==> src/rtl/dau_arith_seq.sv <==
// rtl/dau_arith_seq.sv - signed fixed-point decimal add/sub/compare sequencer for the BCD unit
//
// Sequences comma alignment, magnitude compare, add or ordered subtract and
// operand-B cleanup on the BCD unit; computes result sign, comma and signed
// compare flags locally.
// Build option: DAU_SEQ_KEEP_B_EN leaves operand B aligned in place (no CLR).
//
// Ports:
//   i_clk, i_rst                  clock, synchronous active-high reset
//   i_start, i_mode               start request (taken while o_ready), 00 add / 01 sub / 10 cmp / 11 reserved
//   i_sign_a/b, i_comma_pos_a/b   operand signs and comma positions
//   i_addr_a/b                    operand register addresses, A is the destination
//   i_flags_valid, i_gt_flag, i_eq_flag   magnitude flags from the last CMP
//   i_instr_accept, o_instr_valid, o_instr   instruction handshake, {op, f0, f1, f2}
//   o_sign, o_comma_pos           result sign and comma position
//   o_cmp_gt, o_cmp_eq            signed compare result
//   o_err, o_done, o_ready        reserved-mode error, completion pulse, idle
module dau_arith_seq #(
  parameter int COMMA_POS_W = 4,
  parameter int ADDR_W      = 4,
  parameter int OP_W        = 4,
  parameter int INSTR_W     = OP_W + 3*ADDR_W
) (
  input  logic                   i_clk,
  input  logic                   i_rst,
  input  logic                   i_start,
  input  logic [1:0]             i_mode,
  input  logic                   i_sign_a,
  input  logic                   i_sign_b,
  input  logic [COMMA_POS_W-1:0] i_comma_pos_a,
  input  logic [COMMA_POS_W-1:0] i_comma_pos_b,
  input  logic [ADDR_W-1:0]      i_addr_a,
  input  logic [ADDR_W-1:0]      i_addr_b,
  input  logic                   i_flags_valid,
  input  logic                   i_gt_flag,
  input  logic                   i_eq_flag,
  input  logic                   i_instr_accept,
  output logic                   o_instr_valid,
  output logic [INSTR_W-1:0]     o_instr,
  output logic                   o_sign,
  output logic [COMMA_POS_W-1:0] o_comma_pos,
  output logic                   o_cmp_gt,
  output logic                   o_cmp_eq,
  output logic                   o_err,
  output logic                   o_done,
  output logic                   o_ready
);

  localparam logic [OP_W-1:0] OP_NOP = OP_W'(0);
  localparam logic [OP_W-1:0] OP_ADD = OP_W'(1);
  localparam logic [OP_W-1:0] OP_SUB = OP_W'(2);
  localparam logic [OP_W-1:0] OP_SHL = OP_W'(3);
  localparam logic [OP_W-1:0] OP_CMP = OP_W'(4);
  localparam logic [OP_W-1:0] OP_CLR = OP_W'(5);

  localparam logic [1:0] MODE_SUB = 2'b01;
  localparam logic [1:0] MODE_CMP = 2'b10;
  localparam logic [1:0] MODE_RSV = 2'b11;

  localparam int SHAMT_W = 2*ADDR_W - 2;

  typedef enum logic [2:0] {
    S_IDLE, S_ALIGN, S_CMP, S_WAIT_FLG, S_OP, S_CLR, S_DONE
  } state_t;

  state_t state, state_nxt;

  logic [1:0]             mode_q;
  logic                   sa_q, sb_q;
  logic [COMMA_POS_W-1:0] ca_q, cb_q;
  logic [ADDR_W-1:0]      aa_q, ab_q;
  logic                   gt_q, eq_q;
  logic                   err_done_q;

  logic                   ready;
  logic                   start_ok;
  logic                   a_shift;
  logic [COMMA_POS_W-1:0] shift_d;
  logic [COMMA_POS_W-1:0] max_comma;
  logic                   subtract;
  logic                   flag_gt, flag_eq;
  logic                   sign_res;
  logic                   cmp_gt_res, cmp_eq_res;

  // DONE doubles as an idle cycle so a back-to-back start is not lost.
  assign ready    = (state == S_IDLE) || (state == S_DONE);
  assign start_ok = i_start && ready;

  // The operand with the smaller comma position is shifted up to the other.
  assign a_shift   = (ca_q < cb_q);
  assign shift_d   = a_shift ? (cb_q - ca_q) : (ca_q - cb_q);
  assign max_comma = a_shift ? cb_q : ca_q;

  // Magnitude subtraction happens when the effective signs differ.
  assign subtract = (mode_q == MODE_SUB) ^ (sa_q ^ sb_q);

  // Results are registered on the edge that enters DONE; coming straight out
  // of WAIT_FLG the flag registers are not loaded yet, so use the live flags.
  assign flag_gt = (state == S_WAIT_FLG) ? i_gt_flag : gt_q;
  assign flag_eq = (state == S_WAIT_FLG) ? i_eq_flag : eq_q;

  always_comb begin
    sign_res = 1'b0;
    if (subtract && flag_eq)
      sign_res = 1'b0;
    else if (flag_gt || !subtract)
      sign_res = sa_q;
    else
      sign_res = (mode_q == MODE_SUB) ^ sb_q;
  end

  always_comb begin
    cmp_gt_res = 1'b0;
    cmp_eq_res = 1'b0;
    if (sa_q != sb_q) begin
      cmp_gt_res = ~sa_q;
    end else begin
      cmp_eq_res = flag_eq;
      cmp_gt_res = !flag_eq && (flag_gt ^ sa_q);
    end
  end

  // State register
  always_ff @(posedge i_clk) begin
    if (i_rst)
      state <= S_IDLE;
    else
      state <= state_nxt;
  end

  // Next-state logic
  always_comb begin
    state_nxt = state;
    case (state)
      S_IDLE, S_DONE: begin
        state_nxt = S_IDLE;
        if (i_start && (i_mode != MODE_RSV))
          state_nxt = (i_comma_pos_a == i_comma_pos_b) ? S_CMP : S_ALIGN;
      end
      S_ALIGN:    if (i_instr_accept) state_nxt = S_CMP;
      S_CMP:      if (i_instr_accept) state_nxt = S_WAIT_FLG;
      S_WAIT_FLG: if (i_flags_valid)  state_nxt = (mode_q == MODE_CMP) ? S_DONE : S_OP;
`ifdef DAU_SEQ_KEEP_B_EN
      S_OP:       if (i_instr_accept) state_nxt = S_DONE;
`else
      S_OP:       if (i_instr_accept) state_nxt = S_CLR;
`endif
      S_CLR:      if (i_instr_accept) state_nxt = S_DONE;
      default:    state_nxt = S_IDLE;
    endcase
  end

  // Output logic: the instruction is a pure function of state and latched
  // operands, so it stays stable until the BCD unit accepts it.
  always_comb begin
    o_instr_valid = 1'b0;
    o_instr       = {OP_NOP, {3*ADDR_W{1'b0}}};
    case (state)
      S_ALIGN: begin
        o_instr_valid = 1'b1;
        o_instr = {OP_SHL, (a_shift ? aa_q : ab_q), 2'b10, SHAMT_W'(shift_d)};
      end
      S_CMP: begin
        o_instr_valid = 1'b1;
        o_instr = {OP_CMP, aa_q, ab_q, {ADDR_W{1'b0}}};
      end
      S_OP: begin
        o_instr_valid = 1'b1;
        if (!subtract)
          o_instr = {OP_ADD, aa_q, aa_q, ab_q};
        else if (gt_q || eq_q)
          o_instr = {OP_SUB, aa_q, aa_q, ab_q};
        else
          o_instr = {OP_SUB, aa_q, ab_q, aa_q};
      end
      S_CLR: begin
        o_instr_valid = 1'b1;
        o_instr = {OP_CLR, ab_q, {2*ADDR_W{1'b0}}};
      end
      default: ;
    endcase
  end

  assign o_ready = ready;
  assign o_done  = (state == S_DONE) || err_done_q;

  // Operand latches, flags and result registers
  always_ff @(posedge i_clk) begin
    if (i_rst) begin
      mode_q      <= '0;
      sa_q        <= 1'b0;
      sb_q        <= 1'b0;
      ca_q        <= '0;
      cb_q        <= '0;
      aa_q        <= '0;
      ab_q        <= '0;
      gt_q        <= 1'b0;
      eq_q        <= 1'b0;
      err_done_q  <= 1'b0;
      o_err       <= 1'b0;
      o_sign      <= 1'b0;
      o_comma_pos <= '0;
      o_cmp_gt    <= 1'b0;
      o_cmp_eq    <= 1'b0;
    end else begin
      err_done_q <= 1'b0;
      if (start_ok) begin
        mode_q     <= i_mode;
        sa_q       <= i_sign_a;
        sb_q       <= i_sign_b;
        ca_q       <= i_comma_pos_a;
        cb_q       <= i_comma_pos_b;
        aa_q       <= i_addr_a;
        ab_q       <= i_addr_b;
        o_err      <= (i_mode == MODE_RSV);
        err_done_q <= (i_mode == MODE_RSV);
      end
      if ((state == S_WAIT_FLG) && i_flags_valid) begin
        gt_q <= i_gt_flag;
        eq_q <= i_eq_flag;
      end
      if (state_nxt == S_DONE) begin
        o_comma_pos <= max_comma;
        if (mode_q == MODE_CMP) begin
          o_cmp_gt <= cmp_gt_res;
          o_cmp_eq <= cmp_eq_res;
        end else begin
          o_sign <= sign_res;
        end
      end
    end
  end

endmodule
==> config.mk <==
export PLATFORM = sky130hd
export DESIGN_NAME = dau_arith_seq
export DESIGN_NICKNAME = d
export VERILOG_FILES = /design/src/rtl/dau_arith_seq.sv
export SDC_FILE = /design/constraint.sdc
export NUM_CORES = 1
export LEC_CHECK = 0
export BUFFER_PORTS_ARGS = -buffer_cell sky130_fd_sc_hd__buf_2
export CAP_MARGIN = 20
export CELL_PAD_IN_SITES_DETAIL_PLACEMENT = 2
export CELL_PAD_IN_SITES_GLOBAL_PLACEMENT = 2
export CORE_MARGIN = 2
export CORE_UTILIZATION = 32
export DETAILED_ROUTE_END_ITERATION = 10
export GPL_ROUTABILITY_DRIVEN = 1
export PLACE_DENSITY_LB_ADDON = 0.1
export RECOVER_POWER = 25
export SYNTH_ARGS = -nofsm -noshare
export SYNTH_HDL_FRONTEND = slang
export SYNTH_SLANG_ARGS = --single-unit
==> constraint.sdc <==
create_clock -name i_clk -period 4.92 [get_ports i_clk]
set_clock_uncertainty 0.05 [all_clocks]
set_input_delay 0.984 -clock i_clk [delete_from_list [all_inputs] [get_ports i_clk]]
set_output_delay 0.984 -clock i_clk [all_outputs]
set_load 0.05 [all_outputs]
==> metrics.md <==
| Metric | Value |
|---|---|
| Final slew viol count | `35` |
| Top-count cell post-synth | `nand2_1` |
| R2R cell count | `6` |
| Yosys warnings | `0` |
| Area delta synth->final | `18.87%` |
| Final TNS setup | `0 ps` |
| Clk sinks | `34` |
| Die footprint | `0.007101 mm2` |
| Global-route wire length before repair | `11.09 mm` |
| Worst Hold Path EP | `o_cmp_eq$_SDFFE_PP0P_` |
| I/O pins | `54` |
| Critical path data arrival time | `3000 ps` |
| Area taken by multi-input logic gates | `0.001266 mm2` |
| Unrepaired setup endpoints after global routing | `false` |
| Cells after Synth | `265` |
| Total wire length | `6.580 mm` |
| P_leak | `1.015 nW` |
| Share of the synthesized area in the top cell type | `0.3301` |
| CP Launch Type | `register` |
| Actual slew at the worst max-slew pin | `1582 ps` |
| Hold buffer count at cts | `0` |
| Diodes inserted | `0` |
| Setup violations, final | `0` |
| R2r startpoint | `state[1]$_SDFF_PP0_` |
| Die Height | `84.27 um` |
| Flop-to-flop setup slack | `2350 ps` |
| Largest net degree at the start of global routing | `35` |
| Finished Layout Cells | `387` |
| Via-to-Cell Ratio | `5.217` |
| Failing checks | `max-capacitance violations, max-slew violations` |
| Synthesized area | `0.002062 mm2` |
| 1st-iter DRT viols | `74` |
| Hold/Removal Path Class | `register to register` |
| CORE AREA | `0.006277 mm2` |
| CTS tree | `built` |
| WL per Instance | `17.00 um` |
| Worst skew pair latency | `290 ps` |
| Reg clk slew, reported paths | `80 ps` |
| DRT Pass-1 Iters | `4` |
| Crit end category | `output port` |
| Die width | `84.27 um` |
| Fmax | `0.2482 GHz` |
| Setup bufs post-CTS | `0` |
| Final hold vios | `0` |
| Gr usage total | `0.1971` |
| Initial antenna violation count | `0` |
| Final Cycle Share | `0.8189` |
| Synth Area per Inst | `7.781 um2` |
| Initial Utilization | `0.3285` |
| Vias in the first global route | `2157` |
| Hold depth | `2` |
| ANT nets after route | `0` |
| Fraction of layout cells with a size suffix above 1 | `0.1871` |
| Grt ovf | `0` |
| Fill cell count | `781` |
| Critical path peak fanout | `7` |
| Synth area leader | `dfxtp_1` |
| Top FF cell, synth | `dfxtp_1` |
| # DRC | `0` |
| Minimum clock period | `4029 ps` |
| Async SR Flop Fraction | `0` |
| Synthesis-stage register bit count | `34` |
| Inserted Clock Buffers | `5` |
| Post-synth EDFFs | `0` |
| RR Endpoint | `state[0]$_SDFF_PP0_` |
| Site Rows | `29` |
| CP Data Required Time | `3890 ps` |
| Unique masters post-synth | `39` |
| Slew headroom | `-0.05471` |
| DPL Wire Length | `4.920 mm` |
| Outcome | `complete, but fails checks` |
| Longest Clk Path Bufs | `2` |
| Synth top cells by count | `nand2_1, a21oi_1, dfxtp_1` |
| Sequential area share after synthesis | `0.3301` |
| Via count | `2019` |
| # H-tree levels | `2` |
| Synth Net Count | `301` |
| Crit path kind | `register to output port` |
| Max Cap Violations | `1` |
| Register Area | `680.7 um2` |
| Root buffer cell | `clkbuf_8` |
| Routability Congestion | `0.7718` |
| Placed Instances | `379` |
| Worst Hold Launch | `o_cmp_eq$_SDFFE_PP0P_` |
| Final core occ | `0.3905` |
| # port buffers | `52` |
| PostCTS Resize Cnt | `0` |
| Area contributors post-synth | `dfxtp_1, nand2_1, a21oi_1, mux2i_1, ha_1` |
| Largest vdd supply drop | `136.6 uV` |
| Final nets | `345` |
| Cell area power density | `346.2 mW/mm2` |
## placed cells by master (no fill, tap or decap), types with 9 or more instances in the layout
master    synthesis  routed
inv_1            10      10
nand2_1          50      50
buf_2             4      43
o21ai_0          12      12
mux2i_1          15      15
clkbuf_1          7       9
nor2_1           16      16
dfxtp_1          34      34
a21oi_1          35      35
## worst max path at each step
stage                        endpoint  depth (start not counted)                  from  slack, ps
after floorplan           o_instr[10]                         10  ca_q[0]$_SDFFE_PP0P_       1120
after global placement    o_instr[10]                         10  ca_q[0]$_SDFFE_PP0P_       1230
after detailed placement   o_instr[9]                         10  ca_q[0]$_SDFFE_PP0P_       1140
after CTS                  o_instr[9]                         10  ca_q[0]$_SDFFE_PP0P_        830
after global routing       o_instr[8]                          9  cb_q[0]$_SDFFE_PP0P_        610
final                      o_instr[9]                         10  ca_q[0]$_SDFFE_PP0P_        890
## sequential cells by signal, indices dropped and copies added (netlist names)
register,flops
gt_q,1
o_err,1
ab_q,4
ca_q,4
sa_q,1
o_sign,1
o_cmp_eq,1
mode_q,2
err_done_q,1
cb_q,4
state,3
o_cmp_gt,1
eq_q,1
sb_q,1
aa_q,4
o_comma_pos,4
## area by class of cell
| class | instances | area share |
|---|---|---|
| inverter | 10 | 0.01531 |
| multi-input combinational | 205 | 0.5166 |
| clock inverter | 3 | 0.01838 |
| tap | 77 | 0.03931 |
| sequential | 34 | 0.2777 |
| clock buffer | 5 | 0.02808 |
| timing repair buffer | 53 | 0.1046 |
## worst max-delay path: stages (launching register included)
cell,delay (ps)
dfxtp_1,330
inv_1,80
ha_1,140
inv_1,70
fa_1,410
a21o_1,180
a21oi_1,440
nor2b_1,490
mux2i_1,140
o21ai_0,150
buf_2,280
## through the flow
step	setup slack (ps)	hold slack [ps]	area [um2]	total power, mW
2_1_floorplan	1124	399.0	2062	0.5173
3_3_place_gp	1225	388.3	2349	0.5854
3_5_place_dp	1144	406.3	2349	0.5908
4_1_cts	829.8	417.8	2462	0.8616
5_1_grt	612.0	440.0	2451	0.9011
6_report	890.9	413.7	2451	0.8485
## where the power goes
part	internal (mW)	total, mW	switching [mW]
Sequential	0.292	0.317	0.0244
Clock	0.151	0.266	0.115
Combinational	0.0906	0.266	0.175
## routing by layer
metal	wire, um	up-vias	GRT usage
met5	0	-	0
met4	155	0	0.06452
met3	255	15	0.03933
met2	3088	58	0.3247
met1	3080	963	0.2586
li1	-	983	-
## kinds of logic after synthesis
| group | Yosys count | synth area share |
|---|---|---|
| XOR/XNOR | 10 | 0.04915 |
| AND/OR/NAND/NOR | 97 | 0.2185 |
| multiplexers | 16 | 0.07827 |
| buffers and inverters | 26 | 0.05583 |
| other | 1 | 0.001819 |
| flip-flops | 34 | 0.3301 |
| adder cells (fa/ha/maj) | 9 | 0.06189 |
| AO/OA/AOI/OAI | 72 | 0.2045 |
Note: power is estimated with default switching activity, not from simulation.
